`config.mk`:
```
export PLATFORM = sky130hd
export DESIGN_NAME = stepgen_mmio
export DESIGN_NICKNAME = d
export VERILOG_FILES = /design/src/rtl/stepgen_pkg.sv /design/src/rtl/stepgen_mmio_phase_timer.sv /design/src/rtl/stepgen_mmio.sv
export SDC_FILE = /design/constraint.sdc
export NUM_CORES = 1
export LEC_CHECK = 0
export CAP_MARGIN = 20
export CORE_ASPECT_RATIO = 0.9
export CORE_MARGIN = 2
export CORE_UTILIZATION = 41
export CTS_CLUSTER_SIZE = 30
export DETAILED_ROUTE_END_ITERATION = 16
export DONT_BUFFER_PORTS = 1
export PLACE_DENSITY_LB_ADDON = 0.05
export SLEW_MARGIN = 20
export SYNTH_ARGS = -nofsm -noshare
export SYNTH_HDL_FRONTEND = slang
export SYNTH_SLANG_ARGS = --single-unit
```
`constraint.sdc`:
```
create_clock -name clk_in -period 10.7 [get_ports clk_in]
set_input_delay 1.605 -clock clk_in [delete_from_list [all_inputs] [get_ports clk_in]]
set_output_delay 1.605 -clock clk_in [all_outputs]
set_load 0.05 [all_outputs]
```
`src/rtl/stepgen_pkg.sv`:
```
// Shared definitions for the step/direction generator: register map,
// control/status bit positions, FSM states and the byte-strobe merge helper.
package stepgen_pkg;

  localparam logic [2:0] REG_CTRL     = 3'd0;
  localparam logic [2:0] REG_PERIOD   = 3'd1;
  localparam logic [2:0] REG_STEPS    = 3'd2;
  localparam logic [2:0] REG_STATUS   = 3'd3;
  localparam logic [2:0] REG_POSITION = 3'd4;

  localparam int unsigned CTRL_EN   = 0;
  localparam int unsigned CTRL_DIR  = 1;
  localparam int unsigned CTRL_DRV  = 2;
  localparam int unsigned STAT_BUSY = 0;
  localparam int unsigned STAT_DONE = 1;

  typedef enum logic [1:0] {
    ST_IDLE = 2'd0,
    ST_HIGH = 2'd1,
    ST_LOW  = 2'd2
  } state_t;

  function automatic logic [31:0] apply_wstrb(input logic [31:0] old_val,
                                              input logic [31:0] wdata,
                                              input logic [3:0]  wstrb);
    logic [31:0] res;
    res = old_val;
    for (int unsigned b = 0; b < 4; b++) begin
      if (wstrb[b]) res[8*b +: 8] = wdata[8*b +: 8];
    end
    return res;
  endfunction

endpackage

```
`src/rtl/stepgen_mmio_phase_timer.sv`:
```
// Loadable down-counter timing one step phase; expires on the last clock
// of a loaded interval so a load of N spans exactly N cycles.
module phase_timer #(
  parameter int unsigned W = 24
) (
  input  logic         i_clk,
  input  logic         i_rst,
  input  logic         i_load,
  input  logic [W-1:0] i_load_val,
  output logic [W-1:0] o_value,
  output logic         o_expired
);

  logic [W-1:0] r_value;

  always_ff @(posedge i_clk or posedge i_rst) begin
    if (i_rst) begin
      r_value <= '0;
    end else if (i_load) begin
      r_value <= i_load_val;
    end else if (r_value != '0) begin
      r_value <= r_value - W'(1);
    end
  end

  assign o_value   = r_value;
  assign o_expired = (r_value == W'(1));

endmodule

```
`src/rtl/stepgen_mmio.sv`:
```
// Memory-mapped step/direction pulse generator: bus responder, register
// file and IDLE/HIGH/LOW step FSM driving the Step/Dir/Enable pins.
module stepgen_mmio
  import stepgen_pkg::*;
#(
  parameter int unsigned CNT_WIDTH = 24
) (
  input  logic        clk_in,
  input  logic        reset_in,
  input  logic        sel_in,
  input  logic        mem_valid,
  input  logic [31:0] mem_addr,
  input  logic [31:0] mem_wdata,
  input  logic [3:0]  mem_wstrb,
  output logic        mem_ready,
  output logic [31:0] mem_rdata,
  output logic        step_out,
  output logic        dir_out,
  output logic        drv_en_out
);

  state_t                r_state, w_next;
  logic                  r_ready;
  logic [2:0]            r_ctrl;
  logic [CNT_WIDTH-1:0]  r_period;
  logic [CNT_WIDTH-1:0]  r_steps;
  logic [31:0]           r_pos;
  logic                  r_done;
  logic                  r_dir;

  logic [2:0]            w_idx;
  logic                  w_wr;
  logic                  w_busy;
  logic [31:0]           w_rd_mux;
  logic [31:0]           w_merged;
  logic                  w_tmr_load;
  logic                  w_tmr_expired;
  logic [CNT_WIDTH-1:0]  w_tmr_val;
  logic [CNT_WIDTH-1:0]  w_period_eff;
  logic                  w_step_evt;
  logic                  w_dir_latch;
  logic                  w_done_set;
  logic                  w_unused;

  assign w_idx        = mem_addr[4:2];
  assign w_wr         = r_ready & mem_valid & sel_in & (|mem_wstrb);
  assign w_busy       = (r_state != ST_IDLE);
  assign w_period_eff = (r_period == '0) ? CNT_WIDTH'(1) : r_period;
  assign w_unused     = ^{w_tmr_val, mem_addr[31:5], mem_addr[1:0]};

  always_comb begin
    w_rd_mux = '0;
    case (w_idx)
      REG_CTRL:     w_rd_mux = {29'd0, r_ctrl};
      REG_PERIOD:   w_rd_mux = 32'(r_period);
      REG_STEPS:    w_rd_mux = 32'(r_steps);
      REG_STATUS:   w_rd_mux = {30'd0, r_done, w_busy};
      REG_POSITION: w_rd_mux = r_pos;
      default:      w_rd_mux = '0;
    endcase
  end

  // Merging against the current register value keeps unstrobed bytes intact.
  assign w_merged = apply_wstrb(w_rd_mux, mem_wdata, mem_wstrb);

  assign mem_ready  = r_ready;
  assign mem_rdata  = r_ready ? w_rd_mux : '0;
  assign step_out   = (r_state == ST_HIGH);
  assign dir_out    = r_dir;
  assign drv_en_out = r_ctrl[CTRL_DRV];

  phase_timer #(.W(CNT_WIDTH)) u_timer (
    .i_clk      (clk_in),
    .i_rst      (reset_in),
    .i_load     (w_tmr_load),
    .i_load_val (w_period_eff),
    .o_value    (w_tmr_val),
    .o_expired  (w_tmr_expired)
  );

  always_ff @(posedge clk_in or posedge reset_in) begin
    if (reset_in) r_state <= ST_IDLE;
    else          r_state <= w_next;
  end

  always_comb begin
    w_next      = r_state;
    w_tmr_load  = 1'b0;
    w_step_evt  = 1'b0;
    w_dir_latch = 1'b0;
    w_done_set  = 1'b0;
    case (r_state)
      ST_IDLE: begin
        if (r_ctrl[CTRL_EN] && (r_steps != '0)) begin
          w_next      = ST_HIGH;
          w_tmr_load  = 1'b1;
          w_dir_latch = 1'b1;
        end
      end
      ST_HIGH: begin
        if (w_tmr_expired) begin
          w_next     = ST_LOW;
          w_tmr_load = 1'b1;
          w_step_evt = 1'b1;
        end
      end
      ST_LOW: begin
        if (w_tmr_expired) begin
          if ((r_steps != '0) && r_ctrl[CTRL_EN]) begin
            w_next      = ST_HIGH;
            w_tmr_load  = 1'b1;
            w_dir_latch = 1'b1;
          end else begin
            w_next     = ST_IDLE;
            w_done_set = (r_steps == '0);
          end
        end
      end
      default: w_next = ST_IDLE;
    endcase
  end

  // Bus writes take priority over FSM updates; done-set beats W1C.
  always_ff @(posedge clk_in or posedge reset_in) begin
    if (reset_in) begin
      r_ready  <= 1'b0;
      r_ctrl   <= '0;
      r_period <= '0;
      r_steps  <= '0;
      r_pos    <= '0;
      r_done   <= 1'b0;
      r_dir    <= 1'b0;
    end else begin
      r_ready <= mem_valid & sel_in & ~r_ready;
      if (w_wr && (w_idx == REG_CTRL))   r_ctrl   <= w_merged[2:0];
      if (w_wr && (w_idx == REG_PERIOD)) r_period <= w_merged[CNT_WIDTH-1:0];
      if (w_wr && (w_idx == REG_STEPS)) begin
        r_steps <= w_merged[CNT_WIDTH-1:0];
      end else if (w_step_evt && (r_steps != '0)) begin
        r_steps <= r_steps - CNT_WIDTH'(1);
      end
      if (w_wr && (w_idx == REG_POSITION)) begin
        r_pos <= w_merged;
      end else if (w_step_evt) begin
        r_pos <= r_dir ? (r_pos + 32'd1) : (r_pos - 32'd1);
      end
      if (w_dir_latch) r_dir <= r_ctrl[CTRL_DIR];
      if (w_done_set) begin
        r_done <= 1'b1;
      end else if (w_wr && (w_idx == REG_STATUS) && mem_wstrb[0] && mem_wdata[STAT_DONE]) begin
        r_done <= 1'b0;
      end
    end
  end

endmodule

```
After elaboration in Yosys (flattened, before gate mapping)
Index checks and enable logic that the tools add are counted.

word-level totals
  register bits after elaboration = 112
  logic and storage cells = 81
  bits of input ports = 72
  output and inout bits = 36

cells by class
  bitwise logic cells = 6
  mux-type cells = 30
  equality and inequality tests = 10
  reduce and logical (&&, ||, !) cells = 22
  add/sub/neg operators = 4

operator list
  kind                                                                    count
  32-bit case mux with 5 select lines                                     1
  32-bit two-way mux                                                      4
  24-bit two-way mux                                                      5
  24-bit logical NOT                                                      2
  24-bit nonzero test                                                     2
  24-bit by 1-bit subtractor with 24-bit output, second input constant    2
  32-bit by 1-bit adder with 32-bit output, second input constant         1
  8-bit two-way mux                                                       4
  32-bit by 1-bit subtractor with 32-bit output, second input constant    1
  24-bit by 1-bit equality test with 1-bit output, second input constant  1
  1-bit two-way mux                                                       10
  2-bit nonzero test                                                      5
  1-bit logical AND                                                       9
  3-bit by 2-bit equality test with 1-bit output, second input constant   2
  2-bit two-way mux                                                       3
  2-bit case mux with 3 select lines                                      1
  1-bit AND                                                               5
  2-bit by 1-bit != test with 1-bit output, second input constant         2
  4-bit OR reduction                                                      1
  3-bit by 1-bit equality test with 1-bit output, second input constant   1
  3-bit equality test, second input constant                              1
  3-bit logical NOT                                                       1
  1-bit case mux with 3 select lines                                      1
  3-bit AND reduction                                                     1
  other kinds (6)                                                         6

Longest topological paths before layout
Gate-level depths: netlist of run 1.

  depth after elaboration = 8
  gate-level depth with buffers = 12
  gate-level depth less buffers = 11

Modules after synthesis
From an unflattened synthesis of run 1, not the netlist that was laid out.

second synthesis, totals
  cell total of the unflattened synthesis = 1035
  area, all modules = 8259.2 µm²

by module, submodules not included
  module        area an instance (µm²)  cells an instance  instances  seq. area each (µm²)
  stepgen_mmio  6787.8                  864                1          2202.1
  phase_timer   1471.4                  171                1          600.6

Least setup slack after synthesis of run 1
Ideal clock, no wire load.

  path kind = in2out
  start = in mem_addr[3]
  end = out mem_rdata[12]
  path slack = 5.733 ns
  stages = 7
  data required time = 9.095 ns
  arrival = 3.362 ns
  buffers on the path = 2
  cells stage by stage = clkbuf_1 nor2b_1 clkbuf_1 a22oi_1 nor2_1 a21oi_1 nor2_1

between the ends
  cells in the longest elaborated chain, start to end = 3
  elaborated cells on any way between the ends = 7
  classes of those cells = eq/ne (4); mux (2); reduce/logical (1)

ends and longest elaborated chain
  element                                      RTL line            source
  from (decl)                                  stepgen_mmio.sv:12  input logic [31:0] mem_addr,
  3-bit equality test (tied with other cells)  stepgen_mmio.sv:53  case (w_idx)
  32-bit case mux with 5 select lines *        stepgen_mmio.sv:53
  32-bit two-way mux *                         stepgen_mmio.sv:67  assign mem_rdata = r_ready ? w_rd_mux : '0;
  to (decl)                                    stepgen_mmio.sv:16  output logic [31:0] mem_rdata,

Mark *: on every way between the ends. The rest lies on a longest branch, timed or not.

Worst setup path after layout of run 1
  start = in mem_addr[3]
  end = out mem_rdata[15]

Same word-level chain as after synthesis.

==> summary.md, run 1 <==
| Metric | Value |
|---|---|
| Post-synth EDFFs | `0` |
| Most numerous cell in the Yosys netlist | `nand2_1` |
| Row cnt | `48` |
| Fin util | `0.445` |
| Critical hold path startpoint | `r_done` |
| IO buf count | `0` |
| DRT Pass-1 Iters | `5` |
| Max FO, Critical Path | `22` |
| Slowest Stage Delay on Critical Path | `around 700 ps` |
| Share of cells above drive strength 1 | `0.0512` |
| Worst path top cell family by delay | `simple AND/OR/NAND/NOR gates` |
| DRC errors left | `0` |
| Nature of the critical path endpoint | `output pin` |
| Startpoint Class | `input port` |
| First-pass GRT wire length | `approximately 38,000 um` |
| Fin nets | `1,039` |
| CTS H-tree depth | `3` |
| HP Class | `flop to flop` |
| Area of the multi-input gates | `approximately 4800 um2` |
| Hold slack | `between 500 and 600 ps` |
| Reg2Reg Setup Slack | `6700 ps` |
| Global route total overflow | `0` |
| RR Startpoint | `dir_out` |
| Pwr dens | `around 260 nW/um2` |
| # diodes | `0` |
| Mapped Nets | `1,066` |
| Clock Skew | `roughly 10 ps` |
| Die area | `between 20,000 and 25,000 um2` |
| Gpl congestion | `0.871` |
| Reg clk slew, reported paths | `approximately 70 ps` |
| Tcrit/Tclk final | `0.444` |
| Fmax | `210 MHz` |
| Share of the synthesized area in the top cell type | `0.352` |
| FILL cells | `1,913` |
| Final Hold Viols | `0` |
| Async set or reset register ratio after synthesis | `1.00` |
| Post-synthesis cell count | `960` |
| Hold buffer count at cts | `0` |
| Overall Global Routing Usage | `0.240` |
| Final ANT Viol Nets | `0` |
| Syn_area_per_cell | `about 8.3 um2` |
| Seq/Total Area, Yosys | `0.352` |
| Initial antenna violation count | `0` |
| Slew @ Worst Pin | `approximately 1100 ps` |
| Largest net degree at the start of global routing | `about 70` |
| Vias | `a little under 7,000` |
| Most used cell, CP | `nor2_1` |
| Reg area | `~2800 um2` |
| Most used DFF post-synth | `dfrtp_1` |
| Setup violators final | `0` |
| Core area | `~19,000 um2` |
| Period minus WS final | `approximately 4800 ps` |
| CTS sink count | `between 100 and 150` |
| Clock root cell | `clkbuf_16` |
| Clock buffer depth | `2` |
| Slew HR | `0.276` |
| CP bufs+invs | `1` |
| Yosys top cell by area | `dfrtp_1` |
| Worst Setup SP | `mem_addr[3]` |
| Lkg Pwr | `~3.7 nW` |
| Synth area leaders | `dfrtp_1, nand2_1, ha_1` |
| Final Max Tran Viols | `0` |
| CTS tree | `done` |
| Synth top cells by count | `nand2_1, dfrtp_1, nor2_1` |
| Cts repair resizes | `0` |
| Area grow syn2layout | `6.95%` |
| RSZ-0062 raised after global routing | `false` |
| # Post-CTS Setup Buffers | `0` |
| Worst path slowest cell | `nor2_1` |
| DR vias/cell | `5.82` |
| Worst skew pair latency | `roughly 370 ps` |
| Distinct cell type count after synthesis | `61` |
| Worst EP arrival | `~3200 ps` |
| Cells along the critical path | `nor2b_1 > buf_4 > a22oi_1 > nor2_1 > a21oi_1 > nor2_1` |
| Crit path kind | `input port to output pin` |
| Num CTS Buffers | `9` |
| Fin Setup TNS | `0 ps` |
| Maximum capacitance violations | `0` |
| Die width | `151 um` |
| Drt wl/cell | `around 20 um` |
| Vias in the first global route | `roughly 6,600` |
| VDD IR max | `around 0.00011 V` |
| Number of synthesized register bits | `approximately 110` |
| Synthesized area | `7960 um2` |
| Chip Height | `136 um` |
| Initial Util | `0.417` |
| Post-detail-place hpwl | `17,900 um` |
| Design Area, Final | `8510 um2` |
| Placed Area | `between 8000 and 9000 um2` |
| Status | `finished, final reports clean` |
| Initial DRC Count | `520` |
| Worst Path Required | `between 9000 and 10,000 ps` |
| Synth Warn # | `0` |
| Io pins | `~110` |
| Routed wire length | `23,800 um` |
## cell usage in the layout (no fill, tap or decap), types with 10 or more instances in the layout
master    count
a211oi_1     11
a21o_1       17
a21oi_1      79
a22oi_1      22
and3_1       15
buf_4        12
dfrtp_1     112
ha_1         33
inv_1        36
mux2i_1      39
nand2_1     119
nand2b_1     10
nand3_1      12
nor2_1       95
nor3_1       23
nor4_1       14
o21ai_0      65
o31ai_1      18
xnor2_1      35
xor2_1       34
## power breakdown
| part | internal [mW] | total, mW | leakage [nW] | switching [mW] |
|---|---|---|---|---|
| Combinational | 0.500 | 1.18 | 2.18 | 0.678 |
| Sequential | 0.535 | 0.670 | 1.41 | 0.134 |
| Clock | 0.212 | 0.374 | 0.152 | 0.162 |
| Total | 1.25 | 2.22 | 3.74 | 0.974 |
## registers in the layout, summed over array words and instances, names as in the netlist
register / flops
r_ctrl: 3
r_state: 2
r_done: 1
r_steps: 24
u_timer.o_value: 24
dir_out: 1
r_period: 24
r_pos: 32
mem_ready: 1
## through the flow
| step | worst slack, ps | power (mW) | cells |
|---|---|---|---|
| CTS | 5960 | 2.22 | 1188 |
| global placement | 5950 | 1.82 | 1172 |
| detailed placement | 5960 | 1.84 | 1172 |
| finish | 5950 | 2.22 | 1188 |
| floorplan | 5730 | 1.57 | 960 |
| global route | 5870 | 2.40 | 1188 |
## tightest hold or removal path, delay by kind of cell (launching register included)
kind / cells / cell delay [ps]
DFF: 1 / 350
AOI/OAI and AO/OA: 2 / 160
## final timing paths
check                           endpoint  depth (start not counted)
max reg2reg                    r_pos[31]                         13
min reg2reg                       r_done                          2
max in group asynchronous    r_period[4]                          2
min in group asynchronous     r_state[1]                          1
min                               r_done                          2
max                        mem_rdata[15]                          6
## area by class of cell
cell class / count / share of cell area
multi-input cells: 760 / 0.568
flip-flops and latches: 112 / 0.329
well taps: 250 / 0.0368
clock buffers: 11 / 0.0285
inverters: 38 / 0.0171
repair buffers: 12 / 0.0106
clock inverters: 5 / 0.00941
## kinds of logic after synthesis
logic type	count (synthesis)	share of synthesized area
DFF	112	0.352
muxes	46	0.0604
buffers and inverters	88	0.0415
AOI/OAI and AO/OA	266	0.204
xor gates and xnor gates	69	0.0760
adders and majority gates	34	0.0544
and+or+nand+nor	345	0.211
## metal layers
layer	wire length (um)	up-vias	track usage
met5	0	-	0
met4	415	0	0.0639
met3	933	27	0.0362
met2	10600	185	0.361
met1	11900	3339	0.359
li1	-	3365	-
Note: power is estimated with default switching activity, not from simulation.
==> inputs of run 2 (changes only) <==
==> constraint.sdc (replaced) <==
create_clock -name clk_in -period 4.51 [get_ports clk_in]
set_input_delay 0.6765 -clock clk_in [delete_from_list [all_inputs] [get_ports clk_in]]
set_output_delay 0.6765 -clock clk_in [all_outputs]
set_load 0.05 [all_outputs]
==> run 2 against run 1 <==
Effect of this change:
- clock skew is 3.9 ps lower
- cell count is 1.8% higher
- combinational power rose by 140%
- critical path depth rose by 6
- sequential share of layout area down 0.43 points
- die area unchanged
==> summary.md, run 2 (synthesized netlist as in run 1, its figures left out) <==
| Metric | Value |
|---|---|
| Row cnt | `48 (unchanged)` |
| Max FO, Critical Path | `29 (was 22)` |
| Maximum capacitance violations | `0 (unchanged)` |
| Routed wire length | `24,000 um (was 23,800 um)` |
| R2r worst-path depth | `12 (was 13)` |
| Worst Setup Slack post-DPL | `960 ps (was 5960 ps)` |
| Fin Setup TNS | `0 ps (unchanged)` |
| Area of the multi-input gates | `4830 um2 (unchanged)` |
| Core area | `19,100 um2 (unchanged)` |
| Final Max Tran Viols | `0 (unchanged)` |
| Share of cells above drive strength 1 | `0.0719 (was 0.0512)` |
| RR Endpoint | `r_pos[30] (was r_pos[31])` |
| Final Hold Viols | `0 (unchanged)` |
| Fin nets | `1,062 (was 1,039)` |
| FILL cells | `1,878 (was 1,913)` |
| RSZ-0062 raised after global routing | `false (unchanged)` |
| Hold buffer count at cts | `0 (unchanged)` |
| Hold slack | `271 ps (was 541 ps)` |
| Fmax | `between 200 and 300 MHz` |
| Overall Global Routing Usage | `0.243 (was 0.240)` |
| Pwr dens | `598 nW/um2 (was 261 nW/um2)` |
| Tcrit/Tclk final | `0.791` |
| Commonest non-fill, non-tap cells in the layout | `nand2_1, dfrtp_1, nor2_1 (unchanged)` |
| Io pins | `108 (unchanged)` |
| Worst EP arrival | `3850 ps (was 3150 ps)` |
| Clock Skew | `6.56 ps (was 10.5 ps)` |
| Setup ws final | `942 ps (was 5950 ps)` |
| Final ANT Viol Nets | `0 (unchanged)` |
| Slew @ Worst Pin | `993 ps (was 1080 ps)` |
| Gpl congestion | `0.897 (was 0.871)` |
| Largest register by flop count | `r_pos (unchanged)` |
| Reg2Reg Setup Slack | `940 ps (was 6700 ps)` |
| # Post-CTS Setup Buffers | `0 (unchanged)` |
| Placed Area | `8360 um2 (was 8190 um2)` |
| DRT Pass-1 Iters | `4 (was 5)` |
| Reg clk slew, reported paths | `80 ps (was 70 ps)` |
| Area grow syn2layout | `8.37% (was 6.95%)` |
| Die width | `151 um (unchanged)` |
| DR vias/cell | `5.79 (was 5.82)` |
| VDD IR max | `0.000283 V (was 0.000113 V)` |
| Worst skew pair latency | `360 ps (was 370 ps)` |
| Max reg flops | `32 (unchanged)` |
| Nature of the critical path endpoint | `flop (was output pin)` |
| Design Area, Final | `8620 um2 (was 8510 um2)` |
| Chip Height | `136 um (unchanged)` |
| Clock root cell | `clkbuf_16 (unchanged)` |
| HP Class | `input port to asynchronous set/reset pin (was flop to flop)` |
| Slew HR | `0.337 (was 0.276)` |
| Post-detail-place hpwl | `18,300 um (was 17,900 um)` |
| Initial antenna violation count | `0 (unchanged)` |
| Largest net degree at the start of global routing | `49 (was 72)` |
| DRC errors left | `0 (unchanged)` |
| Vias | `6,999 (was 6,916)` |
| Initial Util | `0.417 (unchanged)` |
| CTS H-tree depth | `3 (unchanged)` |
| Num CTS Buffers | `9 (unchanged)` |
| Vias in the first global route | `6,796 (was 6,573)` |
| Drt wl/cell | `19.9 um (was 20.0 um)` |
| Cts repair resizes | `0 (unchanged)` |
| Lkg Pwr | `3.83 nW (was 3.74 nW)` |
| Commonest non-fill, non-tap cell in the layout | `nand2_1 (unchanged)` |
| Die area | `20,500 um2 (unchanged)` |
| # diodes | `0 (unchanged)` |
| Startpoint Class | `flop (was input port)` |
| Worst Path Required | `4800 ps (was 9100 ps)` |
| Global route total overflow | `0 (unchanged)` |
| Crit path kind | `flop to flop (was input port to output pin)` |
| Initial DRC Count | `560 (was 520)` |
| IO buf count | `0 (unchanged)` |
| Period minus WS final | `between 3000 and 4000 ps` |
| CTS tree | `done (unchanged)` |
| Setup violators final | `0 (unchanged)` |
| Clock buffer depth | `2 (unchanged)` |
| RR Startpoint | `dir_out (unchanged)` |
| First-pass GRT wire length | `38,600 um (was 37,500 um)` |
| Reg area | `2800 um2 (unchanged)` |
| CTS sink count | `112 (unchanged)` |
| Status | `finished, final reports clean (unchanged)` |
run 2: layout make-up:
cell class                      instances  share of cell area
Clock buffer                           11              0.0282
Clock inverter                          3             0.00232
Inverter                               38              0.0168
Multi-Input combinational cell        760               0.561
Sequential cell                       112               0.325
Tap cell                              250              0.0363
Timing Repair Buffer                   35              0.0305
run 2: per-stage QoR:
step	instances	power, mW	utilization
after floorplan	960	3.73	-
after global placement	1195	4.30	0.438
after detailed placement	1195	4.38	0.438
after CTS	1209	5.15	0.451
after global routing	1209	5.59	0.451
final	1209	5.16	0.451
run 2: worst max path at each step:
stage	endpoint	cells after the start	startpoint
4_1_cts	r_pos[31]	12	dir_out
5_1_grt	r_pos[30]	12	dir_out
3_3_place_gp	r_pos[31]	12	dir_out
6_report	r_pos[30]	12	dir_out
2_1_floorplan	r_pos[31]	11	dir_out
3_5_place_dp	r_pos[31]	12	dir_out
run 2: worst max-delay path: stages (launching register included):
cell and delay, ps:
dfrtp_1 380, inv_1 70, buf_4 340, ha_1 360, o211ai_1 250, a21oi_1 120, o2111ai_1 380, a21oi_1 200
a31o_2 300, a221oi_1 510, o22ai_1 150, mux2_2 300, o21ai_1 110
run 2: power by group:
part | switching [mW] | internal [mW] | total [mW]
Clock | 0.377 | 0.384 | 0.761
Sequential | 0.327 | 1.27 | 1.60
Combinational | 1.60 | 1.20 | 2.80
run 2: layer usage:
layer	part of all wire	routed length (um)	GRT usage	vias up
met4	0.013	305	0.0524	0
met2	0.45	10700	0.372	145
met3	0.042	1020	0.0356	18
li1	-	-	-	3420
met1	0.50	12000	0.364	3416
met5	0	0	0	-
